`config.mk`:
```
export PLATFORM = sky130hd
export DESIGN_NAME = pc_ctrl
export DESIGN_NICKNAME = d
export VERILOG_FILES = /design/src/rtl/pc_ctrl_pkg.sv /design/src/rtl/pc_ctrl_ret_stack.sv /design/src/rtl/pc_ctrl.sv
export SDC_FILE = /design/constraint.sdc
export NUM_CORES = 1
export LEC_CHECK = 0
export BUFFER_PORTS_ARGS = -buffer_cell sky130_fd_sc_hd__buf_2
export CORE_AREA = 2 2 63 65
export CTS_CLUSTER_DIAMETER = 50
export DETAILED_ROUTE_END_ITERATION = 12
export DIE_AREA = 0 0 65 67
export PLACE_DENSITY = 0.76
export SLEW_MARGIN = 20
export SYNTH_ARGS = -nofsm -noshare
export SYNTH_HDL_FRONTEND = slang
export SYNTH_SLANG_ARGS = --single-unit
```
`constraint.sdc`:
```
create_clock -name CLK -period 2.6 [get_ports CLK]
set_input_delay 0.13 -clock CLK [delete_from_list [all_inputs] [get_ports CLK]]
set_output_delay 0.13 -clock CLK [all_outputs]
set_load 0.02 [all_outputs]
```
`src/rtl/pc_ctrl_pkg.sv`:
```
// Shared op encodings, FSM state type and the jump-target table
// for the next-PC control unit.
package pc_ctrl_pkg;

  localparam logic [3:0] OP_BZ   = 4'h1;
  localparam logic [3:0] OP_JMP  = 4'h2;
  localparam logic [3:0] OP_CALL = 4'h3;
  localparam logic [3:0] OP_RET  = 4'h4;
  localparam logic [3:0] OP_HALT = 4'hF;

  typedef enum logic [1:0] {
    IDLE   = 2'd0,
    RUN    = 2'd1,
    HALTED = 2'd2
  } ctrl_state_t;

  // Upper nibble = idx[3:0]+1, bit 3 = idx[4]; e.g. idx 3 -> 0x40
  function automatic logic [7:0] lut_target(input logic [4:0] idx);
    return {idx[3:0] + 4'd1, idx[4], 3'b000};
  endfunction

endpackage

```
`src/rtl/pc_ctrl_ret_stack.sv`:
```
// Return-address stack: DEPTH x 8 entries, push/pop at the edge,
// combinational top-of-stack; entries are not cleared on pop.
module ret_stack #(
  parameter int DEPTH = 4
) (
  input  logic       CLK,
  input  logic       Init,
  input  logic       push,
  input  logic       pop,
  input  logic [7:0] din,
  output logic [7:0] top,
  output logic       full,
  output logic       empty
);

  localparam int PW = $clog2(DEPTH + 1);
  localparam int AW = $clog2(DEPTH);

  logic [7:0]    mem_q [DEPTH];
  logic [PW-1:0] sp_q;
  logic [PW-1:0] sp_d;
  logic [AW-1:0] wr_a;
  logic [AW-1:0] rd_a;
  logic          do_push;
  logic          do_pop;

  assign full    = (sp_q == PW'(DEPTH));
  assign empty   = (sp_q == '0);
  assign do_push = push && !full;
  assign do_pop  = pop && !empty;
  assign wr_a    = AW'(sp_q);
  assign rd_a    = AW'(sp_q - PW'(1));
  assign top     = empty ? 8'h00 : mem_q[rd_a];

  always_comb begin
    sp_d = sp_q;
    if (do_push)
      sp_d = sp_q + PW'(1);
    else if (do_pop)
      sp_d = sp_q - PW'(1);
  end

  always_ff @(posedge CLK) begin
    if (Init)
      sp_q <= '0;
    else
      sp_q <= sp_d;
  end

  always_ff @(posedge CLK) begin
    if (!Init && do_push)
      mem_q[wr_a] <= din;
  end

endmodule

```
`src/rtl/pc_ctrl.sv`:
```
// Next-PC control: decodes control ops, drives Branch/Target/Halt to
// the fetch unit and sequences IDLE -> RUN -> HALTED.
module pc_ctrl
  import pc_ctrl_pkg::*;
#(
  parameter int DEPTH = 4
) (
  input  logic       CLK,
  input  logic       Init,
  input  logic       Start,
  input  logic [7:0] PC,
  input  logic [8:0] Instr,
  input  logic       Zero,
  output logic       Branch,
  output logic [7:0] Target,
  output logic       Halt,
  output logic       Done,
  output logic       Fault
);

  ctrl_state_t state_q;
  logic        done_q;
  logic        fault_q;

  logic [3:0] op;
  logic [4:0] idx;
  logic       br_d;
  logic [7:0] tgt_d;
  logic       halt_d;
  logic       push;
  logic       pop;
  logic       stop;
  logic       flt;
  logic [7:0] top;
  logic       full;
  logic       empty;

  assign op  = Instr[8:5];
  assign idx = Instr[4:0];

  ret_stack #(
    .DEPTH(DEPTH)
  ) u_stack (
    .CLK  (CLK),
    .Init (Init),
    .push (push),
    .pop  (pop),
    .din  (PC + 8'd1),
    .top  (top),
    .full (full),
    .empty(empty)
  );

  always_comb begin
    br_d   = 1'b0;
    tgt_d  = 8'h00;
    halt_d = 1'b1;
    push   = 1'b0;
    pop    = 1'b0;
    stop   = 1'b0;
    flt    = 1'b0;
    if (!Init && state_q == RUN) begin
      halt_d = 1'b0;
      case (op)
        OP_BZ: begin
          if (Zero) begin
            br_d  = 1'b1;
            tgt_d = lut_target(idx);
          end
        end
        OP_JMP: begin
          br_d  = 1'b1;
          tgt_d = lut_target(idx);
        end
        OP_CALL: begin
          if (full) begin
            halt_d = 1'b1;
            stop   = 1'b1;
            flt    = 1'b1;
          end else begin
            br_d  = 1'b1;
            tgt_d = lut_target(idx);
            push  = 1'b1;
          end
        end
        OP_RET: begin
          if (empty) begin
            halt_d = 1'b1;
            stop   = 1'b1;
            flt    = 1'b1;
          end else begin
            br_d  = 1'b1;
            tgt_d = top;
            pop   = 1'b1;
          end
        end
        OP_HALT: begin
          halt_d = 1'b1;
          stop   = 1'b1;
        end
        default: ;
      endcase
    end
  end

  assign Branch = br_d;
  assign Target = tgt_d;
  assign Halt   = halt_d;
  assign Done   = done_q;
  assign Fault  = fault_q;

  always_ff @(posedge CLK) begin
    if (Init) begin
      state_q <= IDLE;
      done_q  <= 1'b0;
      fault_q <= 1'b0;
    end else begin
      unique case (state_q)
        IDLE: begin
          if (Start)
            state_q <= RUN;
        end
        RUN: begin
          if (stop) begin
            state_q <= HALTED;
            done_q  <= 1'b1;
          end
          if (flt)
            fault_q <= 1'b1;
        end
        HALTED: ;
        default: state_q <= IDLE;
      endcase
    end
  end

endmodule

```
==> impl_metrics.py, run 1 <==
metrics = {
    "status": {
        "status": "finished clean",
    },
    "power_and_ir_drop": {
        "power_frac_clock_pct": 32.9,
        "p_sw_share_pct": 21.5,
        "seq_power_share_pct": 59.8,
        "p_leak_uw": 0.000820,
        "powerDensity_mw_per_mm2": 520,
        "intPower_uw": 902,
        "p_switching_uw": 247,
        "combPwrFrac_pct": 7.3,
        "ir_drop_uv": 330,
    },
    "synthesis": {
        "yosys.area.top_type_share_pct": 49.3,
        "async_reset_ff_share_pct": 0,
        "ys_ff_latch": 39,
        "yosysWarnings": 0,
        "syn-cell-area_mm2": 0.00195,
        "synth_cells": 135,
        "ys.flop_type": "edfxtp_1",
        "ys_seq_area_share_pct": 56.5,
        "synth_fp_nets": 163,
        "synth_top_area_cell": "edfxtp_1",
        "synth_edf_count": 32,
        "synth_area_leaders": "edfxtp_1 49%, mux4_2 8.1%, dfxtp_1 7.2%, ha_1 4.5%, o2bb2ai_1 2.7%",
        "synth_cell_types": 40,
        "syn_area_per_cell_um2": 14.4,
    },
    "global_route": {
        "grt_pass1_wl_um": 5840,
        "grt_overflow": 0,
        "antenna_found_initial": 0,
        "grt_usage_pct": 18.6,
        "first_global_vias": 1216,
        "grt_max_degree": 12,
    },
    "drt": {
        "num_vias": 1199,
        "drcViolationCount": 0,
        "routed_wl_um": 3550,
        "drtPass1Iterations": 4,
        "via_per_inst": 5.43,
        "postRouteAntennaNets": 0,
        "initialDrtViolationCount": 47,
        "wl_per_cell_um": 16.1,
    },
    "cts": {
        "cts_tree": "built",
        "cts_max_level": 2,
        "cts_hold_buf": 0,
        "cts_root_buffer": "clkbuf_8",
        "clk_latency_ps": 290,
        "cts_resized": 0,
        "clock_path_buffers": 2,
        "clkTransAtPathRegs_ps": 80,
        "clkSinkCount": 39,
        "cts-buffers-inserted": 5,
        "postCtsSetupBuffers": 0,
    },
    "hold_path": {
        "min_delay_path_depth": 2,
        "holdCritPathClass": "in2reg",
    },
    "floorplan": {
        "ioPinCount": 33,
        "die_h_um": 67,
        "core-area_mm2": 0.00361,
        "die_x_um": 65,
        "rows": 22,
        "start_util_pct": 54.0,
        "die_area_mm2": 0.00436,
    },
    "job": {
        "maxCapViolations": 0,
    },
    "layout": {
        "syn2layout_area_growth_pct": 13.5,
        "final_nets": 200,
        "diodes": 0,
        "final_layout_size_suffix_gt1_share_pct": 29.5,
    },
    "worst_setup_path": {
        "cp_max_fo": 10,
        "required_ps": 2470,
        "critical_path.startpoint": "u_stack.sp_q[1]",
        "rr_startpoint": "state_q[0]",
        "endpoint": "Target[1]",
        "r2r-end": "u_stack.mem_q[1][7]",
        "worstSetupPathType": "reg2out",
        "rrSetupSlack_ps": 740,
        "arrival_ps": 2050,
        "rr_worst_depth": 3,
        "endpoint_kind": "output port",
        "startpoint_type": "flop",
    },
    "timing": {
        "period_share_pct": 83.8,
        "rsz0062_at_grt": "no",
        "finalHoldViolations": 0,
        "post-route-min-period_ps": 2180,
        "timing.slew.headroom_pct": 69.3,
        "timing.fmax_ghz": 0.459,
        "worst_slew_pin_slew_ps": 460,
        "finalSetupTns_ps": 0,
        "report.final.slew_viol_count": 0,
        "worst_slack_ps": 420,
        "setup_viol": 0,
        "finClkSkew_ps": 10.8,
    },
    "placed_design": {
        "io_buffers": 32,
        "place_hpwl_um": 2600,
        "routabilityCongestion": 0.837,
        "pre_cts_slack_ps": 730,
    },
}
Yosys cell counts (all sizes together) (3+ instances only):
library cell / count
dfxtp: 7
o2bb2ai: 6
nand2: 9
ha: 7
nand3: 7
a21oi: 4
clkbuf: 3
nor2: 3
xor2: 3
and3: 3
and2: 5
xnor2: 5
mux4: 8
edfxtp: 32
inv: 7
kinds of logic (layout without fill, tap and decap cells):
group           after synthesis  after routing  synth area share [%]
flops                        39             39                  56.5
fa+ha+maj                     7              7                  4.50
buf+inv                      11             49                  4.05
simple gates                 42             42                  13.6
xor+xnor                      8              8                  3.60
mux                           9              9                  9.96
compound gates               19             19                  7.84
layout by cell type, fill, tap and decap left out, types with 4 or more instances in the layout:
master      n
nand3_1     7
a21oi_1     4
clkbuf_8    5
ha_1        7
o2bb2ai_1   6
nand2_1     9
mux4_2      7
edfxtp_1   32
buf_2      32
xnor2_1     5
and2_1      5
dfxtp_1     7
inv_1       7
final cells by class:
| cell class | count | area (µm²) |
|---|---|---|
| clock buffer | 6 | 72.6 |
| clock inverter | 2 | 7.51 |
| fill | 294 | 1400 |
| inverter | 7 | 26.3 |
| multi-input combinational | 85 | 768 |
| sequential | 39 | 1100 |
| tap | 48 | 60.1 |
| timing repair buffer | 34 | 175 |
sequential cells by signal (all words and copies together) (netlist names):
register,flops
Done,1
u_stack.sp_q,3
u_stack.mem_q,32
state_q,2
Fault,1
worst min path at each step:
stage,start,end,slack (ps)
finish,Init,u_stack.sp_q[2],140
global route,Init,u_stack.sp_q[1],140
CTS,Init,u_stack.sp_q[2],130
detailed placement,Init,u_stack.sp_q[2],440
global placement,Init,u_stack.sp_q[2],440
floorplan,PC[0],u_stack.mem_q[0][0],310
worst max-delay path, cell delays in order, from the launching register on:
cell	delay [ps]
dfxtp_1	360
inv_1	100
ha_1	580
mux4_2	370
and2_1	190
buf_2	160
power groups by stage:
stage | logic (µW) | clock network [µW] | registers [µW]
floorplan | 48.5 | 0 | 701
global placement | 80.4 | 0 | 700
detailed placement | 84.6 | 0 | 701
CTS | 84.8 | 389 | 687
global route | 93.8 | 412 | 688
finish | 84.3 | 378 | 687
stage by stage:
step           power, µW  instances  hold WS [ps]  cell area (µm²)  util (%)
2_1_floorplan        749        135           307             1950         -
3_3_place_gp         781        213           437             2130      59.1
3_5_place_dp         785        213           445             2130      59.1
4_1_cts             1160        221           131             2210      61.3
5_1_grt             1190        221           142             2210      61.3
6_report            1150        221           143             2210      61.3
routing by layer:
layer	track usage [%]	vias up	wire [µm]	part of all wire, %
li1	-	594	-	-
met1	23.5	577	1610	45
met2	32.0	26	1790	50
met3	4.73	2	140	3.9
met4	4.79	0	16	0.45
met5	0	-	0	0
(Power assumes the default switching activity.)
==> inputs of run 2 (changes only) <==
- clock period: 2.6 -> 2.3 ns (I/O delays scaled with it)
==> run 2 against run 1 <==
Clock power grew 22%; critical path depth unchanged; largest cell class unchanged; register-to-register slack worse by 280 ps; via count is 4.3% higher; cell count unchanged; global-route usage is 0.21 points lower; critical path type unchanged; worst setup slack got worse by 280 ps; highest routed layer unchanged; first-iteration DRC count increased by 34%.
==> impl_metrics.py, run 2 (synthesis results as in run 1) <==
metrics = {
    "job": {
        "maxCapViolations": 0,
    },
    "layout": {
        "final_layout_size_suffix_gt1_share_pct": 30.6,
        "seq_area_mm2": 0.00110,
        "n_fill_cell": 286,
        "final_nets": 200,
        "fin_area_mm2": 0.00222,
        "reg_top3": "u_stack.mem_q x32, u_stack.sp_q x3, state_q x2",
        "postLayoutCoreUtil_pct": 61.6,
        "diodes": 0,
        "syn2layout_area_growth_pct": 14.1,
        "final_cell_mix": "32 x buf_2, 32 x edfxtp_1, 9 x nand2_1",
        "largest-register": "u_stack.mem_q",
        "multi_input_area_um2": 768,
        "largest_reg_flops": 32,
    },
    "timing": {
        "worst_slew_pin_slew_ps": 468,
        "rsz0062_at_grt": "no",
        "timing.slew.headroom_pct": 68.8,
        "period_share_pct": 93.9,
        "post-route-min-period_ps": 2160,
        "whs_ps": 141,
        "setup_viol": 0,
        "finClkSkew_ps": 3.44,
        "finalSetupTns_ps": 0,
        "timing.fmax_ghz": 0.463,
        "finalHoldViolations": 0,
        "report.final.slew_viol_count": 0,
    },
    "placed_design": {
        "place_hpwl_um": 2590,
        "postPlaceCellArea_mm2": 0.00213,
        "io_buffers": 32,
        "routabilityCongestion": 0.847,
    },
    "floorplan": {
        "die_h_um": 67,
        "die_x_um": 65,
        "die_area_mm2": 0.00436,
        "ioPinCount": 33,
        "core-area_mm2": 0.00361,
        "rows": 22,
        "start_util_pct": 54.0,
    },
    "worst_setup_path": {
        "required_ps": 2180,
        "path_buf_inv": 2,
        "path_cells": "inv_1 > ha_1 > mux4_2 > and2_1 > buf_2",
        "arrival_ps": 2040,
        "worstSetupPathType": "reg2out",
        "slowest_stage": "ha_1",
        "cpLargestDelayFamily": "adder cells",
        "endpoint_kind": "output port",
        "cp_max_fo": 10,
        "startpoint_type": "flop",
        "slowest_delay_ps": 590,
    },
    "drt": {
        "drtPass1Iterations": 4,
        "num_vias": 1251,
        "initialDrtViolationCount": 63,
        "via_per_inst": 5.66,
        "drcViolationCount": 0,
        "routed_wl_um": 3570,
        "wl_per_cell_um": 16.2,
        "postRouteAntennaNets": 0,
    },
    "cts": {
        "clk_latency_ps": 280,
        "cts-buffers-inserted": 5,
        "clkTransAtPathRegs_ps": 70,
        "clkSinkCount": 39,
        "cts_root_buffer": "clkbuf_8",
        "cts_tree": "built",
        "clock_path_buffers": 2,
        "cts_hold_buf": 0,
        "cts_resized": 0,
        "postCtsSetupBuffers": 0,
        "cts_max_level": 2,
    },
    "power_and_ir_drop": {
        "power.total_uw": 1330,
        "ir_drop_uv": 493,
        "p_leak_uw": 0.000828,
        "powerDensity_mw_per_mm2": 599,
    },
    "global_route": {
        "antenna_found_initial": 0,
        "grt_overflow": 0,
        "grt_pass1_wl_um": 5840,
        "grt_usage_pct": 18.4,
        "first_global_vias": 1230,
        "grt_max_degree": 13,
    },
    "hold_path": {
        "holdCritPathClass": "in2reg",
    },
    "status": {
        "status": "finished clean",
    },
}
## run 2: metal layers
layer | part of all wire, % | GRT usage [%]
met1 | 45 | 22.6
met2 | 51 | 32.3
met3 | 3.4 | 3.72
met4 | 0.56 | 6.38
met5 | 0 | 0
## run 2: path summary, 6_finish.rpt
| kind | start | to | slack [ps] | cells after the start |
|---|---|---|---|---|
| worst min register to register | Done | Done | 470 | 1 |
| worst max-delay path | u_stack.sp_q[1] | Target[1] | 140 | 5 |
| worst min-delay path | Init | u_stack.sp_q[2] | 140 | 2 |
| worst max register to register | u_stack.sp_q[1] | u_stack.mem_q[1][1] | 460 | 5 |
## run 2: worst reg2reg max path, cell delays in order (launching register included)
cell and delay, ps:
dfxtp_1 370, inv_1 110, ha_1 250, nand2_1 110, and3_1 250, and2_1 410
## run 2: per-stage QoR
stage,cells,setup slack (ps)
2_1_floorplan,135,66.4
6_report,221,141
3_3_place_gp,213,520
3_5_place_dp,213,446
5_1_grt,221,27.0
4_1_cts,221,134
## run 2: area by class of cell
type / instances / share of cell area (%)
clock inverter: 1 / 0.225
inverter: 7 / 1.18
multi-input combinational: 85 / 34.6
clock buffer: 7 / 3.89
tap: 48 / 2.70
sequential: 39 / 49.5
timing repair buffer: 34 / 7.88
## run 2: where the power goes
group / switching [µW] / total [µW] / internal (µW)
Sequential: 5.16 / 776 / 771
Clock: 218 / 460 / 242
Combinational: 53.9 / 95.9 / 42.0
==> inputs of run 3 (changes only) <==
- CTS_CLUSTER_SIZE: default -> 14
- PLACE_DENSITY: 0.76 -> 0.86
==> run 3 against run 2 <==
Clock power shrank 7.4%; global-route usage shrank 0.21 points; flip-flop and latch count is the same; non-clock buffer count is the same; sequential share of layout area grew 0.22 points; critical path depth is the same; wire length grew 1.9%; utilization shrank 0.28 points; largest cell class unchanged.
==> impl_metrics.py, run 3 (synthesis results as in run 1) <==
metrics = {
    "power_and_ir_drop": {
        "powerDensity_mw_per_mm2": 587,
        "p_leak_uw": 0.000822,
        "ir_drop_uv": 416,
    },
    "global_route": {
        "antenna_found_initial": 0,
        "grt_overflow": 0,
        "grt_pass1_wl_um": 5680,
        "grt_usage_pct": 18.2,
        "first_global_vias": 1205,
        "grt_max_degree": 12,
    },
    "cts": {
        "cts_resized": 0,
        "postCtsSetupBuffers": 0,
        "clkSinkCount": 39,
        "clk_latency_ps": 280,
        "cts_hold_buf": 0,
        "cts_tree": "built",
        "cts_max_level": 2,
        "cts_root_buffer": "clkbuf_8",
        "clock_path_buffers": 2,
        "cts-buffers-inserted": 5,
        "clkTransAtPathRegs_ps": 70,
    },
    "worst_setup_path": {
        "r2r-end": "u_stack.mem_q[0][5]",
        "rrSetupSlack_ps": 390,
        "endpoint_kind": "output port",
        "cp_max_fo": 10,
        "arrival_ps": 2040,
        "worstSetupPathType": "reg2out",
        "rr_startpoint": "state_q[1]",
        "required_ps": 2180,
        "startpoint_type": "flop",
        "rr_worst_depth": 3,
    },
    "drt": {
        "num_vias": 1262,
        "wl_per_cell_um": 16.5,
        "postRouteAntennaNets": 0,
        "via_per_inst": 5.71,
        "drtPass1Iterations": 5,
        "initialDrtViolationCount": 59,
        "drcViolationCount": 0,
        "routed_wl_um": 3640,
    },
    "hold_path": {
        "hold_path_end": "u_stack.sp_q[2]",
        "holdCritPathClass": "in2reg",
        "min_delay_path_depth": 2,
        "worstHoldStart": "Init",
    },
    "layout": {
        "diodes": 0,
        "final_cell_mix": "32 x buf_2, 32 x edfxtp_1, 9 x nand2_1",
        "final_layout_size_suffix_gt1_share_pct": 30.1,
        "syn2layout_area_growth_pct": 13.6,
        "final_nets": 200,
        "reg_top3": "u_stack.mem_q x32, u_stack.sp_q x3, state_q x2",
        "largest-register": "u_stack.mem_q",
        "final-instance-count-excl-fill": 221,
        "postLayoutCoreUtil_pct": 61.3,
        "largest_reg_flops": 32,
    },
    "timing": {
        "rsz0062_at_grt": "no",
        "report.final.slew_viol_count": 0,
        "post-route-min-period_ps": 2160,
        "worst_slew_pin_slew_ps": 470,
        "finalHoldViolations": 0,
        "setup_viol": 0,
        "timing.fmax_ghz": 0.463,
        "period_share_pct": 93.9,
        "finalSetupTns_ps": 0,
        "finClkSkew_ps": 3.73,
        "timing.slew.headroom_pct": 68.7,
    },
    "placed_design": {
        "place_hpwl_um": 2680,
        "routabilityCongestion": 0.816,
        "dp_cells": 213,
        "io_buffers": 32,
    },
    "floorplan": {
        "rows": 22,
        "die_x_um": 65,
        "die_area_mm2": 0.00436,
        "start_util_pct": 54.0,
        "die_h_um": 67,
        "ioPinCount": 33,
        "core-area_mm2": 0.00361,
    },
    "status": {
        "status": "finished clean",
    },
    "job": {
        "maxCapViolations": 0,
    },
}
## run 3: cell counts in the layout (fill, tap and decap cells not counted)
No cell type changed its count.
## run 3: metrics by stage
stage | total power, µW | setup WS, ps | hold WS [ps] | area [µm²]
2_1_floorplan | 847 | 66.4 | 292 | 1950
3_3_place_gp | 881 | 491 | 423 | 2130
3_5_place_dp | 888 | 446 | 436 | 2130
4_1_cts | 1310 | 124 | 129 | 2210
5_1_grt | 1350 | 31.5 | 154 | 2210
6_report | 1300 | 141 | 147 | 2210
## run 3: layout make-up
type / instances / area (µm²)
Clock inverter: 1 / 5.00
Multi-Input combinational cell: 85 / 768
Inverter: 7 / 26.3
Fill cell: 292 / 1390
Clock buffer: 7 / 76.3
Tap cell: 48 / 60.1
Sequential cell: 39 / 1100
Timing Repair Buffer: 34 / 175
## run 3: worst max-delay path by stage
| stage | start | end |
|---|---|---|
| final | u_stack.sp_q[1] | Target[5] |
| after global routing | u_stack.sp_q[1] | Target[5] |
| after CTS | u_stack.sp_q[1] | Target[5] |
| after detailed placement | u_stack.sp_q[1] | Target[5] |
| after global placement | state_q[1] | u_stack.mem_q[0][5] |
| after floorplan | u_stack.sp_q[0] | u_stack.mem_q[0][0] |
## run 3: metal layers
| layer | wire length [µm] | share of wire [%] | vias up | global-route usage [%] |
|---|---|---|---|---|
| li1 | - | - | 596 | - |
| met1 | 1580 | 44 | 607 | 21.0 |
| met2 | 1780 | 49 | 53 | 33.1 |
| met3 | 237 | 6.5 | 6 | 5.07 |
| met4 | 40 | 1.1 | 0 | 4.79 |
| met5 | 0 | 0 | - | 0 |
## run 3: where the power goes
part	total, µW	internal [µW]	switching (µW)
sequential	777	772	5.41
combinational	96.5	42.0	54.6
clock	426	212	213
## run 3: worst max-delay path, cell delays in order, from the launching register on
cell	delay, ps
dfxtp_1	360
inv_1	100
ha_1	590
mux4_2	390
o2bb2ai_1	150
buf_2	160
